==> config.mk <==
export PLATFORM = sky130hd
export DESIGN_NAME = iter_alu
export DESIGN_NICKNAME = d
export VERILOG_FILES = /design/src/rtl/iter_alu.sv
export SDC_FILE = /design/constraint.sdc
export NUM_CORES = 1
export LEC_CHECK = 0
export BUFFER_PORTS_ARGS = -buffer_cell sky130_fd_sc_hd__buf_2
export CORE_MARGIN = 2
export CORE_UTILIZATION = 40
export DETAILED_ROUTE_END_ITERATION = 12
export GPL_TIMING_DRIVEN = 0
export PLACE_DENSITY_LB_ADDON = 0.12
export SLEW_MARGIN = 0
export SYNTH_ARGS = -nofsm -noshare
export SYNTH_HDL_FRONTEND = slang
export SYNTH_SLANG_ARGS = --single-unit
==> constraint.sdc <==
create_clock -name clk -period 4.35 [get_ports clk]
set_clock_uncertainty 0.2 [all_clocks]
set_input_delay 0.2175 -clock clk [delete_from_list [all_inputs] [get_ports clk]]
set_output_delay 0.2175 -clock clk [all_outputs]
set_load 0.05 [all_outputs]
==> src/rtl/iter_alu.sv <==
// rtl/iter_alu.sv - handshaked multi-cycle ALU with shift-add multiply and restoring divide
module iter_alu #(
  parameter int WIDTH = 32
) (
  input  logic             clk,
  input  logic             rst,
  input  logic             in_valid,
  output logic             in_ready,
  input  logic [2:0]       op,
  input  logic [WIDTH-1:0] in1,
  input  logic [WIDTH-1:0] in2,
  output logic             out_valid,
  input  logic             out_ready,
  output logic [WIDTH-1:0] result,
  output logic             cout,
  output logic             ovf,
  output logic             zero,
  output logic             dbz
);

  localparam int CW  = $clog2(WIDTH) + 1;
  localparam int MSB = WIDTH - 1;

  localparam logic [2:0] OP_AND = 3'b000;
  localparam logic [2:0] OP_OR  = 3'b001;
  localparam logic [2:0] OP_ADD = 3'b010;
  localparam logic [2:0] OP_SUB = 3'b011;
  localparam logic [2:0] OP_SLT = 3'b100;
  localparam logic [2:0] OP_MUL = 3'b101;

  typedef enum logic [1:0] {
    S_IDLE,
    S_BUSY,
    S_DONE
  } state_t;

  state_t           state_q, state_d;
  logic [WIDTH:0]   acc_q, acc_d;
  logic [WIDTH-1:0] a_q, a_d;
  logic [WIDTH-1:0] b_q, b_d;
  logic [2:0]       op_q, op_d;
  logic [CW-1:0]    cnt_q, cnt_d;

  logic [WIDTH-1:0] result_q;
  logic             cout_q, ovf_q, zero_q, dbz_q;

  logic             fin;
  logic [WIDTH-1:0] res_c;
  logic             cout_c, ovf_c, dbz_c;
  logic [WIDTH:0]   sum_c, diff_c, mul_c, div_sh, div_r;
  logic [WIDTH-1:0] div_q;
  logic             div_ge;

  always_comb begin
    state_d = state_q;
    acc_d   = acc_q;
    a_d     = a_q;
    b_d     = b_q;
    op_d    = op_q;
    cnt_d   = cnt_q;
    fin     = 1'b0;
    res_c   = '0;
    cout_c  = 1'b0;
    ovf_c   = 1'b0;
    dbz_c   = 1'b0;

    sum_c  = {1'b0, in1} + {1'b0, in2};
    diff_c = {1'b0, in1} + {1'b0, ~in2} + {{WIDTH{1'b0}}, 1'b1};

    // Multiply: a_q is the left-shifting multiplicand, b_q the right-shifting multiplier.
    mul_c = acc_q + {1'b0, (b_q[0] ? a_q : {WIDTH{1'b0}})};

    // Divide: acc_q holds the partial remainder, a_q shifts dividend out and quotient in.
    div_sh = {acc_q[WIDTH-1:0], a_q[MSB]};
    div_ge = (div_sh >= {1'b0, b_q});
    div_r  = div_ge ? (div_sh - {1'b0, b_q}) : div_sh;
    div_q  = {a_q[WIDTH-2:0], div_ge};

    case (state_q)
      S_IDLE: begin
        if (in_valid) begin
          op_d = op;
          case (op)
            OP_AND: begin
              res_c = in1 & in2;
              fin   = 1'b1;
            end
            OP_OR: begin
              res_c = in1 | in2;
              fin   = 1'b1;
            end
            OP_ADD: begin
              res_c  = sum_c[WIDTH-1:0];
              cout_c = sum_c[WIDTH];
              ovf_c  = (in1[MSB] == in2[MSB]) && (sum_c[MSB] != in1[MSB]);
              fin    = 1'b1;
            end
            OP_SUB: begin
              res_c  = diff_c[WIDTH-1:0];
              cout_c = diff_c[WIDTH];
              ovf_c  = (in1[MSB] != in2[MSB]) && (diff_c[MSB] != in1[MSB]);
              fin    = 1'b1;
            end
            OP_SLT: begin
              res_c = {{(WIDTH-1){1'b0}}, ($signed(in1) < $signed(in2))};
              fin   = 1'b1;
            end
            OP_MUL: begin
              acc_d   = '0;
              a_d     = in1;
              b_d     = in2;
              cnt_d   = CW'(WIDTH);
              state_d = S_BUSY;
            end
            default: begin
              // DIVU (110) / REMU (111); a zero divisor short-circuits to DONE.
              if (in2 == '0) begin
                dbz_c = 1'b1;
                res_c = op[0] ? in1 : {WIDTH{1'b1}};
                fin   = 1'b1;
              end else begin
                acc_d   = '0;
                a_d     = in1;
                b_d     = in2;
                cnt_d   = CW'(WIDTH);
                state_d = S_BUSY;
              end
            end
          endcase
        end
      end
      S_BUSY: begin
        cnt_d = cnt_q - CW'(1);
        if (op_q == OP_MUL) begin
          acc_d = mul_c;
          a_d   = a_q << 1;
          b_d   = b_q >> 1;
          res_c = mul_c[WIDTH-1:0];
        end else begin
          acc_d = div_r;
          a_d   = div_q;
          res_c = op_q[0] ? div_r[WIDTH-1:0] : div_q;
        end
        fin = (cnt_q == CW'(1));
      end
      S_DONE: begin
        if (out_ready) begin
          state_d = S_IDLE;
        end
      end
      default: state_d = S_IDLE;
    endcase

    if (fin) begin
      state_d = S_DONE;
    end
  end

  always_ff @(posedge clk) begin
    if (rst) begin
      state_q  <= S_IDLE;
      acc_q    <= '0;
      a_q      <= '0;
      b_q      <= '0;
      op_q     <= '0;
      cnt_q    <= '0;
      result_q <= '0;
      cout_q   <= 1'b0;
      ovf_q    <= 1'b0;
      zero_q   <= 1'b0;
      dbz_q    <= 1'b0;
    end else begin
      state_q <= state_d;
      acc_q   <= acc_d;
      a_q     <= a_d;
      b_q     <= b_d;
      op_q    <= op_d;
      cnt_q   <= cnt_d;
      if (fin) begin
        result_q <= res_c;
        cout_q   <= cout_c;
        ovf_q    <= ovf_c;
        zero_q   <= (res_c == '0);
        dbz_q    <= dbz_c;
      end
    end
  end

  assign in_ready  = (state_q == S_IDLE);
  assign out_valid = (state_q == S_DONE);
  assign result    = result_q;
  assign cout      = cout_q;
  assign ovf       = ovf_q;
  assign zero      = zero_q;
  assign dbz       = dbz_q;

endmodule
==> results.toml <==
[run_status]
outcome = "complete, but fails checks"
failed_checks = "setup timing"

[logic_synthesis]
async_reset_ff_share_pct = 0
synth_flop_cell = "dfxtp_1"
yosysWarnings = 0
synth-seq-area-share_pct = 17.75
synth_edf_count = 0
ys_seq_elements = 143
avgSynthCellArea_sq_um = 6.915
ys_types = 80
syn_nets = 2587
syn_area_sq_mm = 0.01613
synth_cells = 2333

[sta]
setup_tns_ns = -0.5051
fin_crit_sh_pct = 111.6
relSlewSlack_pct = 25.25
fin_crit_ns = 4.855
fin_ws_ns = -0.5051
finalHoldViolations = 0
setup_violations = 1
rsz0062_at_grt = "true"
drv_slew = 0
max_clock_freq_mhz = 206.0
tightest_slew_ns = 1.117

[final_layout]
insertedDiodeCount = 0
fin_cells = 3073
fillCellCount = 4117
nets = 2789
layout_common_cells = "nand2_1 (293), nor2_1 (273), a21oi_1 (230)"
post_route_cells_drive_above_1_share_pct = 11.19
syn2layout_area_growth_pct = 20.20
mostFrequentLayoutCell = "nand2_1"

[cts]
clock-sinks = 143
clk_latency_ns = 0.44
htree_levels = 4
cts-root-buf = "clkbuf_16"
clkTransAtPathRegs_ns = 0.06
cts_buffer_depth = 2
cts_tree = "built"
cts_buffers = 17

[floorplan]
die_w_um = 204.8
start_util_pct = 40.60
core-area_sq_mm = 0.03973
die_area_sq_mm = 0.04195
rows = 73
fp.dieH_um = 204.8
num_io_pins = 109

[pwr]
ir_worst_vdd_uv = 273.6
cellPowerDensity_mw_per_mm2 = 347.1
leakagePower_uw = 0.008159

[global_route]
grt_pass1_wl_um = 114200
antenna_found_initial = 0
grt-ovfl-total = 0
track_usage_pct = 36.40
grt_max_degree = 17
grt_pass1_vias = 18150

[setup_path]
r2r_start = "b_q[21]"
regToRegEndpoint = "zero"
rr_worst_depth = 17
cp_max_fo = 7
regToRegSetupSlack_ns = -0.51
cp.required_ns = 4.51
critPathCaptureType = "flop"
startpoint = "b_q[21]"
cp-start-kind = "flop"
arrival_ns = 5.02
critPathKind = "flop to flop"

[routing]
drt-vias-per-instance = 6.257
vias = 19227
wl_per_cell_um = 25.31
drc = 0
wirelength_um = 77790
drtAntennaViolNets = 0
first_iter_violations = 2536
drt_pass1_iterations = 8

[worst_hold_path]
min_path_type = "primary input to flop"
hold_depth = 4
hold_path_end = "a_q[0]"
min_from = "in1[0]"

[placed_design]
place_congestion = 0.9814
io_buffer_count = 107
hpwl_um = 62180
dp.cells = 2965

[job]
timing.max_cap.violations = 0
## report_power, final
part	internal (uW)	leakage (uW)	total [uW]	switching (uW)
logic	1120	0.00668	3380	2260
clock network	991	0.000302	1630	635
registers	1500	0.00118	1730	228
## synth_stat cells, types with 5 or more instances
library cell / number / share of area, %
xor2_1: 33 / 1.8
nand3_1: 38 / 1.2
a211oi_1: 60 / 2.8
nor3_1: 46 / 1.4
o22ai_1: 9 / 0.35
xnor2_1: 50 / 2.7
inv_1: 142 / 3.3
nand2b_1: 22 / 0.85
o31a_1: 5 / 0.27
a22oi_1: 11 / 0.51
o211ai_1: 26 / 1.2
nor2b_1: 12 / 0.47
a311oi_1: 69 / 3.7
o21ai_0: 136 / 4.2
nand4_1: 24 / 0.93
or3_1: 9 / 0.35
ha_1: 179 / 14
nor4_1: 21 / 0.81
a221o_1: 5 / 0.31
buf_1: 15 / 0.35
a221oi_1: 15 / 0.81
o21a_1: 16 / 0.74
a41oi_1: 8 / 0.43
and2_1: 46 / 1.8
and3_1: 7 / 0.27
a21boi_0: 6 / 0.28
dfxtp_1: 143 / 18
a31oi_1: 23 / 0.89
o21bai_1: 22 / 1.0
buf_2: 13 / 0.40
nand2_1: 295 / 6.9
or2_2: 6 / 0.23
mux2i_1: 19 / 1.2
a211o_1: 10 / 0.54
o221ai_1: 9 / 0.49
nor2_1: 275 / 6.4
o32ai_1: 8 / 0.43
o31ai_1: 23 / 1.1
a2111oi_0: 7 / 0.38
a21o_1: 45 / 2.1
clkbuf_1: 117 / 2.7
a21oi_1: 237 / 7.4
## routing by layer
layer	part of all wire (%)	wire [um]	track usage (%)
met1	42	32890	49.24
met2	44	34140	57.61
met3	8.9	6937	4.343
met4	4.9	3823	16.82
met5	0	0	0
## metrics by stage
| stage | utilization [%] | area (sq um) | hold slack, ns | power [uW] | setup slack [ns] |
|---|---|---|---|---|---|
| final | 48.80 | 19390 | 0.05208 | 6730 | -0.5051 |
| after CTS | 48.28 | 19180 | 0.0005967 | 6523 | -0.3282 |
| after global routing | 48.80 | 19390 | 0.07896 | 7002 | -0.6213 |
| after floorplan | - | 16160 | 0.1800 | 3650 | -0.04991 |
| after global placement | 43.67 | 17350 | 0.2407 | 4660 | -2.226 |
| after detailed placement | 43.68 | 17360 | 0.2426 | 4673 | -2.171 |
## state kept, by name, indices dropped and copies added, names as in the netlist
signal and flops:
op_q 3, cout 1, ovf 1, a_q 32, dbz 1, state_q 2, b_q 32, result 32
zero 1, acc_q 32, cnt_q 6
## timing repair
item,4_1_cts,5_1_grt
pin swaps,26,13
setup endpoints to repair,39,18
gates resized for setup,110,49
endpoints found under the hold margin,62,1
buffers inserted,17,2
cloned,0,0
hold buffers,62,1
## area by class of cell
type | count | area (sq um) | share of cell area (%)
Multi-Input combinational cell | 1901 | 12690 | 65.45
Sequential cell | 143 | 2882 | 14.86
Timing Repair Buffer | 189 | 1321 | 6.814
Tap cell | 525 | 656.9 | 3.388
Buffer | 140 | 650.6 | 3.355
Inverter | 143 | 549.3 | 2.833
Clock buffer | 19 | 452.9 | 2.336
Clock inverter | 13 | 186.4 | 0.9615
## critical path, cell delays in order (launching register included)
cell      delay (ns)
dfxtp_2         0.32
inv_1           0.09
ha_4            0.28
buf_6           0.11
nand4_1         0.23
nor4_4          0.39
nand2_1         0.14
a311o_2         0.42
and2_1          0.18
buf_6           0.15
a211oi_4        0.30
o221a_2         0.28
nor4bb_2        0.29
nand4_1         0.19
or4b_4          0.63
nor4_4          0.14
nand4_1         0.17
o31ai_2         0.27
## kinds of logic after synthesis
| group | share of synthesized area [%] |
|---|---|
| compound gates | 32.65 |
| xor+xnor | 4.506 |
| fa+ha+maj | 14.38 |
| buf+inv | 6.872 |
| flops | 17.75 |
| mux | 1.179 |
| simple gates | 22.66 |
## worst max path at each step
stage | to | cells past startpoint
floorplan | zero | 16
global placement | zero | 17
detailed placement | zero | 17
CTS | zero | 15
global route | zero | 17
finish | zero | 17
Power figures use the tool's default switching activity.
